## config.mk

```make
export PLATFORM = sky130hd
export DESIGN_NAME = field_edit_ctrl_flat
export DESIGN_NICKNAME = d
export VERILOG_FILES = /design/src/rtl/field_edit_ctrl_if.sv /design/src/rtl/field_edit_ctrl.sv /design/src/flat_wrapper.sv
export SDC_FILE = /design/constraint.sdc
export NUM_CORES = 1
export LEC_CHECK = 0
export BUFFER_PORTS_ARGS = -buffer_cell sky130_fd_sc_hd__buf_2
export CAP_MARGIN = 20
export CORE_ASPECT_RATIO = 0.75
export CORE_MARGIN = 1.5
export CORE_UTILIZATION = 56
export DETAILED_ROUTE_END_ITERATION = 6
export PLACE_DENSITY = 0.8
export SLEW_MARGIN = 10
export SYNTH_ARGS = -nofsm -noshare
export SYNTH_HDL_FRONTEND = slang
export SYNTH_SLANG_ARGS = --single-unit
export TNS_END_PERCENT = 1
```

## constraint.sdc

```tcl
create_clock -name clkm -period 2.35 [get_ports clkm]
set_input_delay 0.47 -clock clkm [delete_from_list [all_inputs] [get_ports clkm]]
set_output_delay 0.47 -clock clkm [all_outputs]
set_load 0.03 [all_outputs]
```

## src/rtl/field_edit_ctrl_if.sv

```systemverilog
// Button/RTC side of the field edit controller: debounced buttons and RTC data in,
// BCD counter configuration and RTC write-back strobe out.
interface field_edit_ctrl_if;
  logic       btn_edit;
  logic       btn_left;
  logic       btn_right;
  logic       btn_up;
  logic       btn_down;
  logic       fmt24;
  logic [7:0] rtc_data;
  logic [2:0] field_sel;
  logic [2:0] cod;
  logic [7:0] dato;
  logic       load;
  logic       en;
  logic       up;
  logic       down;
  logic       editing;
  logic       commit;

  modport master (
    output btn_edit, btn_left, btn_right, btn_up, btn_down, fmt24, rtc_data,
    input  field_sel, cod, dato, load, en, up, down, editing, commit
  );

  modport slave (
    input  btn_edit, btn_left, btn_right, btn_up, btn_down, fmt24, rtc_data,
    output field_sel, cod, dato, load, en, up, down, editing, commit
  );
endinterface

```

## src/rtl/field_edit_ctrl.sv

```systemverilog
// Edit-mode controller for the clock/calendar setting path: walks six fields,
// loads the BCD counter, issues step pulses with auto-repeat and write-back strobes.
module field_edit_ctrl #(
  parameter int unsigned REPEAT_DELAY = 8,
  parameter int unsigned REPEAT_RATE  = 3
) (
  input logic             clkm,
  input logic             reset,
  field_edit_ctrl_if.slave bus
);

  localparam int unsigned HW = $clog2(REPEAT_DELAY + 1);
  localparam logic [HW-1:0] DLY_V = HW'(REPEAT_DELAY);
  localparam logic [HW-1:0] RPT_V = HW'(REPEAT_DELAY - REPEAT_RATE + 1);

  typedef enum logic [1:0] {IDLE, LOAD, EDIT, COMMIT} state_e;

  state_e          state_q, nxt_state_q;
  logic [2:0]      field_sel_q, nxt_field_q;
  logic [7:0]      dato_q;
  logic            load_q, en_q, up_q, dn_q, editing_q, commit_q;
  logic [HW-1:0]   hold_q;
  logic            fmt24_q;
  logic            edit_bq, left_bq, right_bq, up_bq, dn_bq;

  logic            edit_e, left_e, right_e, up_e, dn_e;
  logic            lr_move, ud_edge, held_same, rpt_tick;
  logic [2:0]      fld_inc, fld_dec;
  logic [HW-1:0]   hold_nxt;

  function automatic logic [2:0] field_map(input logic [2:0] f, input logic f24);
    case (f)
      3'd0:    field_map = f24 ? 3'b010 : 3'b001;
      3'd1:    field_map = 3'b011;
      3'd2:    field_map = 3'b111;
      3'd3:    field_map = 3'b100;
      3'd4:    field_map = 3'b101;
      3'd5:    field_map = 3'b110;
      default: field_map = 3'b000;
    endcase
  endfunction

  always_comb begin
    edit_e    = bus.btn_edit  & ~edit_bq;
    left_e    = bus.btn_left  & ~left_bq;
    right_e   = bus.btn_right & ~right_bq;
    up_e      = bus.btn_up    & ~up_bq;
    dn_e      = bus.btn_down  & ~dn_bq;
    lr_move   = left_e ^ right_e;
    ud_edge   = (bus.btn_up & ~bus.btn_down & up_e) | (bus.btn_down & ~bus.btn_up & dn_e);
    held_same = (bus.btn_up ^ bus.btn_down) & ~ud_edge;
    rpt_tick  = held_same & (hold_q == DLY_V);
    hold_nxt  = (hold_q == DLY_V) ? RPT_V : hold_q + HW'(1);
    fld_inc   = (field_sel_q == 3'd5) ? 3'd0 : field_sel_q + 3'd1;
    fld_dec   = (field_sel_q == 3'd0) ? 3'd5 : field_sel_q - 3'd1;
  end

  // Plain data sample, no reset: cod tracks fmt24 one cycle later, including out of reset.
  always_ff @(posedge clkm) fmt24_q <= bus.fmt24;

  always_ff @(posedge clkm) begin
    if (reset) begin
      state_q     <= IDLE;
      nxt_state_q <= IDLE;
      field_sel_q <= 3'd0;
      nxt_field_q <= 3'd0;
      dato_q      <= 8'h00;
      load_q      <= 1'b0;
      en_q        <= 1'b0;
      up_q        <= 1'b0;
      dn_q        <= 1'b0;
      editing_q   <= 1'b0;
      commit_q    <= 1'b0;
      hold_q      <= '0;
      edit_bq     <= 1'b0;
      left_bq     <= 1'b0;
      right_bq    <= 1'b0;
      up_bq       <= 1'b0;
      dn_bq       <= 1'b0;
    end else begin
      edit_bq  <= bus.btn_edit;
      left_bq  <= bus.btn_left;
      right_bq <= bus.btn_right;
      up_bq    <= bus.btn_up;
      dn_bq    <= bus.btn_down;
      load_q   <= 1'b0;
      en_q     <= 1'b0;
      up_q     <= 1'b0;
      dn_q     <= 1'b0;
      commit_q <= 1'b0;
      case (state_q)
        IDLE: begin
          editing_q <= 1'b0;
          hold_q    <= '0;
          if (edit_e) begin
            field_sel_q <= 3'd0;
            load_q      <= 1'b1;
            state_q     <= LOAD;
          end
        end
        LOAD: begin
          dato_q    <= bus.rtc_data;
          editing_q <= 1'b1;
          hold_q    <= '0;
          state_q   <= EDIT;
        end
        EDIT: begin
          if (edit_e) begin
            commit_q    <= 1'b1;
            nxt_state_q <= IDLE;
            nxt_field_q <= field_sel_q;
            hold_q      <= '0;
            state_q     <= COMMIT;
          end else if (lr_move) begin
            commit_q    <= 1'b1;
            nxt_state_q <= LOAD;
            nxt_field_q <= right_e ? fld_inc : fld_dec;
            hold_q      <= '0;
            state_q     <= COMMIT;
          end else if (ud_edge) begin
            // The edge cycle is hold offset 0, so the register holds offset+1 from here.
            en_q   <= 1'b1;
            up_q   <= bus.btn_up;
            dn_q   <= bus.btn_down;
            hold_q <= HW'(1);
          end else if (held_same) begin
            hold_q <= hold_nxt;
            if (rpt_tick) begin
              en_q <= 1'b1;
              up_q <= bus.btn_up;
              dn_q <= bus.btn_down;
            end
          end else begin
            hold_q <= '0;
          end
        end
        COMMIT: begin
          hold_q      <= '0;
          state_q     <= nxt_state_q;
          field_sel_q <= nxt_field_q;
          if (nxt_state_q == LOAD) load_q    <= 1'b1;
          else                     editing_q <= 1'b0;
        end
        default: state_q <= IDLE;
      endcase
    end
  end

  // field_sel only settles on entering LOAD, so the RTC value for the new field is
  // passed straight through during the load cycle and held from then on.
  assign bus.dato      = (state_q == LOAD) ? bus.rtc_data : dato_q;
  assign bus.cod       = field_map(field_sel_q, fmt24_q);
  assign bus.field_sel = field_sel_q;
  assign bus.load      = load_q;
  assign bus.en        = en_q;
  assign bus.up        = up_q;
  assign bus.down      = dn_q;
  assign bus.editing   = editing_q;
  assign bus.commit    = commit_q;

endmodule

```

## src/flat_wrapper.sv

```systemverilog
// flat-port wrapper written by rule: the top's interface ports become plain ports
module field_edit_ctrl_flat 
#(
  parameter int unsigned REPEAT_DELAY = 8,
  parameter int unsigned REPEAT_RATE  = 3
)
  (clkm, reset, bus_btn_edit, bus_btn_left, bus_btn_right, bus_btn_up, bus_btn_down, bus_fmt24, bus_rtc_data, bus_field_sel, bus_cod, bus_dato, bus_load, bus_en, bus_up, bus_down, bus_editing, bus_commit);
  field_edit_ctrl_if bus_i ();
  input logic clkm;
  input logic reset;
  input wire logic [$bits(bus_i.btn_edit)-1:0] bus_btn_edit;
  input wire logic [$bits(bus_i.btn_left)-1:0] bus_btn_left;
  input wire logic [$bits(bus_i.btn_right)-1:0] bus_btn_right;
  input wire logic [$bits(bus_i.btn_up)-1:0] bus_btn_up;
  input wire logic [$bits(bus_i.btn_down)-1:0] bus_btn_down;
  input wire logic [$bits(bus_i.fmt24)-1:0] bus_fmt24;
  input wire logic [$bits(bus_i.rtc_data)-1:0] bus_rtc_data;
  output wire logic [$bits(bus_i.field_sel)-1:0] bus_field_sel;
  output wire logic [$bits(bus_i.cod)-1:0] bus_cod;
  output wire logic [$bits(bus_i.dato)-1:0] bus_dato;
  output wire logic [$bits(bus_i.load)-1:0] bus_load;
  output wire logic [$bits(bus_i.en)-1:0] bus_en;
  output wire logic [$bits(bus_i.up)-1:0] bus_up;
  output wire logic [$bits(bus_i.down)-1:0] bus_down;
  output wire logic [$bits(bus_i.editing)-1:0] bus_editing;
  output wire logic [$bits(bus_i.commit)-1:0] bus_commit;
  assign bus_i.btn_edit = bus_btn_edit;
  assign bus_i.btn_left = bus_btn_left;
  assign bus_i.btn_right = bus_btn_right;
  assign bus_i.btn_up = bus_btn_up;
  assign bus_i.btn_down = bus_btn_down;
  assign bus_i.fmt24 = bus_fmt24;
  assign bus_i.rtc_data = bus_rtc_data;
  assign bus_field_sel = bus_i.field_sel;
  assign bus_cod = bus_i.cod;
  assign bus_dato = bus_i.dato;
  assign bus_load = bus_i.load;
  assign bus_en = bus_i.en;
  assign bus_up = bus_i.up;
  assign bus_down = bus_i.down;
  assign bus_editing = bus_i.editing;
  assign bus_commit = bus_i.commit;
  field_edit_ctrl #(.REPEAT_DELAY(REPEAT_DELAY), .REPEAT_RATE(REPEAT_RATE)) u_core (.clkm(clkm), .reset(reset), .bus(bus_i));
endmodule
```

==> results.md <==
- Tcrit/Tclk final: 95.7%
- Worst Path Required: 1880 ps
- Critical path launch point type: flip-flop
- Fmax: 445 MHz
- Hold Vio Cnt, Final: 0
- RSZ-0062 raised after global routing: no
- Num CTS Buffers: 5
- Reg power frac: 35.1%
- Share of cells above drive strength 1: 27.0%
- Clock sinks: 33
- Synth cell types: 38
- Die Wd: 64 um
- Initial antenna violation count: 0
- Hold path cells: 1
- Core ar.: 0.00262 mm^2
- Slew Limit Fails: 0
- Gate Count Post-Synth: 170
- Final Non-Filler Cells: 240
- Leakage power: 0.000837 uW
- Site Rows: 16
- Top cells by area, synth: dfxtp_1 (42%), ha_1 (7.2%), mux2_2 (5.8%), nor2b_1 (5.2%), nor2_1 (4.3%)
- Register area share after synthesis: 42.3%
- Area leader, netlist: dfxtp_1
- Critical path's slowest cell: ha_1
- Clock Path Buffers: 2
- Hold Path Origin: bus_fmt24
- Crit path cell chain: inv_1, ha_1, mux2_2, buf_2
- Post-synth EDFFs: 0
- Largest net degree at the start of global routing: 18
- Avg WL per Cell: 13.4 um
- Via count: 1286
- Worst Path Class, Setup: flip-flop to output port
- First-pass GRT wire length: 5430 um
- Synthesis Warnings: 0
- Simple logic cell fraction of the synthesized area: 21.1%
- Hold buffer count at CTS: 0
- Logic pwr share: 36.5%
- Cts repair resizes: 0
- Commonest cells in the netlist: dfxtp_1 (33), nor2_1 (18), nor2b_1 (13), a21oi_1 (11)
- Worst Path Max Fanout: 10
- Most numerous cell in the Yosys netlist: dfxtp_1
- Worst hold path class: input port to flip-flop
- Final HPWL DP: 2370 um
- Mux share of post-synthesis cell area: 7.05%
- Setup_tns: 0 ps
- Post-Place Cells: 232
- Period minus WS final: 2250 ps
- Ant. Diodes: 0
- Syn_nets: 195
- Adder-cell share of the synthesized area: 7.21%
- Number of DRC markers in iteration 0: 47
- Relative slew margins: 71.9%
- Clk_lat worst skew: 290 ps
- R2r startpoint: u_core.state_q[1]
- Clock root cell: clkbuf_8
- Endpoints failing setup: 0
- Flop-to-flop setup slack: 580 ps
- Die height: 48.8 um
- Nets@finish: 228
- Sw Share: 35.2%
- Largest family of logic cells by synthesized area: simple AND/OR/NAND/NOR gates
- # DRC: 0
- Drt pass-1 iters: 6
- Final ANT Viol Nets: 0
- Die footprint: 0.00312 mm^2
- Worst-Margin Slew: 422 ps
- Max-cap violation count: 0
- I/O Buffers: 35
- Area growth, synth to finish: 18.4%
- Int Power: 1250 uW
- Top FF cell, synth: dfxtp_1
- Worst VDD drop: 0.527 mV
- Clk_skew: 4.13 ps
- I/O Pins: 36
- Fillers: 208
- Status: complete, no violations
- Post-Syn Area: 0.00156 mm^2
- Worst setup EP type: output port
- WP data arrival: 1780 ps
- Vias/cell: 5.36
- Depth of the most critical reg-to-reg path: 5
- Gpl congestion: 0.794
- Synth top area share: 42.3%
- CTS tree: built
- # Post-CTS Setup Buffers: 0
- Worst hold endpoint: u_core.fmt24_q
- #FFs+latches synth: 33
- H-tree depth: 2
- Total GRT Usage: 22.7%
- Syn_area_per_cell: 9.19 um^2
- Fraction of registers with async set/reset: 0%
- Compound-Gate Fraction of Synth Area: 13.8%
- Number of global-route vias before repair: 1180
- Post-synthesis xor/xnor area fraction: 2.80%
- P_sw: 678 uW
- Reg2Reg Capture Point: u_core.hold_q[3]
- PwrDens: 1040 mW/mm^2
- Initial Util: 59.6%
- Clock Power Share: 28.4%
- Reg clk slew, reported paths: 60 ps
- Overflow after GRT: 0
- Routed wire length: 3210 um
- Largest stage delay, worst path: 430 ps
-- worst max-delay path by stage --
stage	from	end	slack, ps	cells after the start
6_report	u_core.state_q[1]	bus_dato[4]	100	4
5_1_grt	u_core.state_q[1]	bus_dato[1]	20	4
4_1_cts	u_core.state_q[1]	bus_dato[1]	100	4
3_5_place_dp	u_core.state_q[1]	bus_dato[1]	410	4
3_3_place_gp	u_core.state_q[1]	bus_dato[6]	510	4
2_1_floorplan	u_core.bus.field_sel[1]	bus_cod[2]	180	3
-- per-stage QoR --
step	util (%)	instance area [um^2]	total power, uW	hold slack (ps)	setup WS [ps]
finish	70.6	1850	1930	277	102
global route	70.6	1850	2030	280	18.3
CTS	70.6	1850	1930	278	98.6
detailed placement	66.1	1730	1390	445	407
global placement	66.1	1730	1350	442	505
floorplan	-	1560	1220	432	184
-- final cells by class --
type / instances / area (um^2) / area share (%)
Clock buffer: 7 / 86.3 / 4.67
Multi-Input combinational cell: 118 / 812 / 43.9
Clock inverter: 1 / 30.0 / 1.62
Tap cell: 36 / 45.0 / 2.43
Timing Repair Buffer: 36 / 183 / 9.87
Inverter: 9 / 33.8 / 1.83
Sequential cell: 33 / 661 / 35.7
-- cell families (layout without fill, tap and decap cells) --
family / count (synthesis) / after routing
AOI/OAI and AO/OA: 32 / 32
muxes: 10 / 10
DFF: 33 / 33
adders and majority gates: 9 / 9
and+or+nand+nor: 62 / 62
xor gates and xnor gates: 5 / 5
buffers and inverters: 19 / 53
-- power by group through the flow --
| stage | Clock (uW) | Sequential, uW | Combinational (uW) |
|---|---|---|---|
| floorplan | 0 | 700 | 518 |
| global placement | 0 | 680 | 665 |
| detailed placement | 0 | 688 | 700 |
| CTS | 552 | 675 | 704 |
| global route | 580 | 683 | 768 |
| finish | 547 | 677 | 704 |
-- layer usage --
layer | up-vias | global-route usage, % | wire length [um]
met4 | 0 | 7.97 | 27
met3 | 4 | 7.67 | 197
met2 | 38 | 36.3 | 1550
met5 | - | 0 | 0
li1 | 646 | - | -
met1 | 598 | 28.7 | 1440
-- state kept, by name (all words and copies together) (netlist names), 2 cells and up --
signal / count
u_core.nxt_field_q: 3
u_core.bus.field_sel: 3
u_core.state_q: 2
u_core.hold_q: 4
u_core.dato_q: 8
-- worst max-delay path: cells and delay by family (launching register included) --
| kind | cells | cell delay, ps |
|---|---|---|
| flip-flops | 1 | 340 |
| adder cells (fa/ha/maj) | 1 | 430 |
| multiplexers | 1 | 400 |
| buffers and inverters | 2 | 310 |
-- cell usage in the layout, fill, tap and decap left out, types with 5 or more instances in the layout --
| master | netlist | final |
|---|---|---|
| mux2_2 | 8 | 8 |
| a21oi_1 | 11 | 11 |
| dfxtp_1 | 33 | 33 |
| nand2_1 | 8 | 8 |
| nor2_1 | 18 | 18 |
| buf_2 | 0 | 35 |
| inv_1 | 9 | 9 |
| o21ai_0 | 5 | 5 |
| clkbuf_8 | 0 | 6 |
| ha_1 | 9 | 9 |
| nor2b_1 | 13 | 13 |
| nand3_1 | 5 | 5 |
Power figures use the tool's default switching activity.
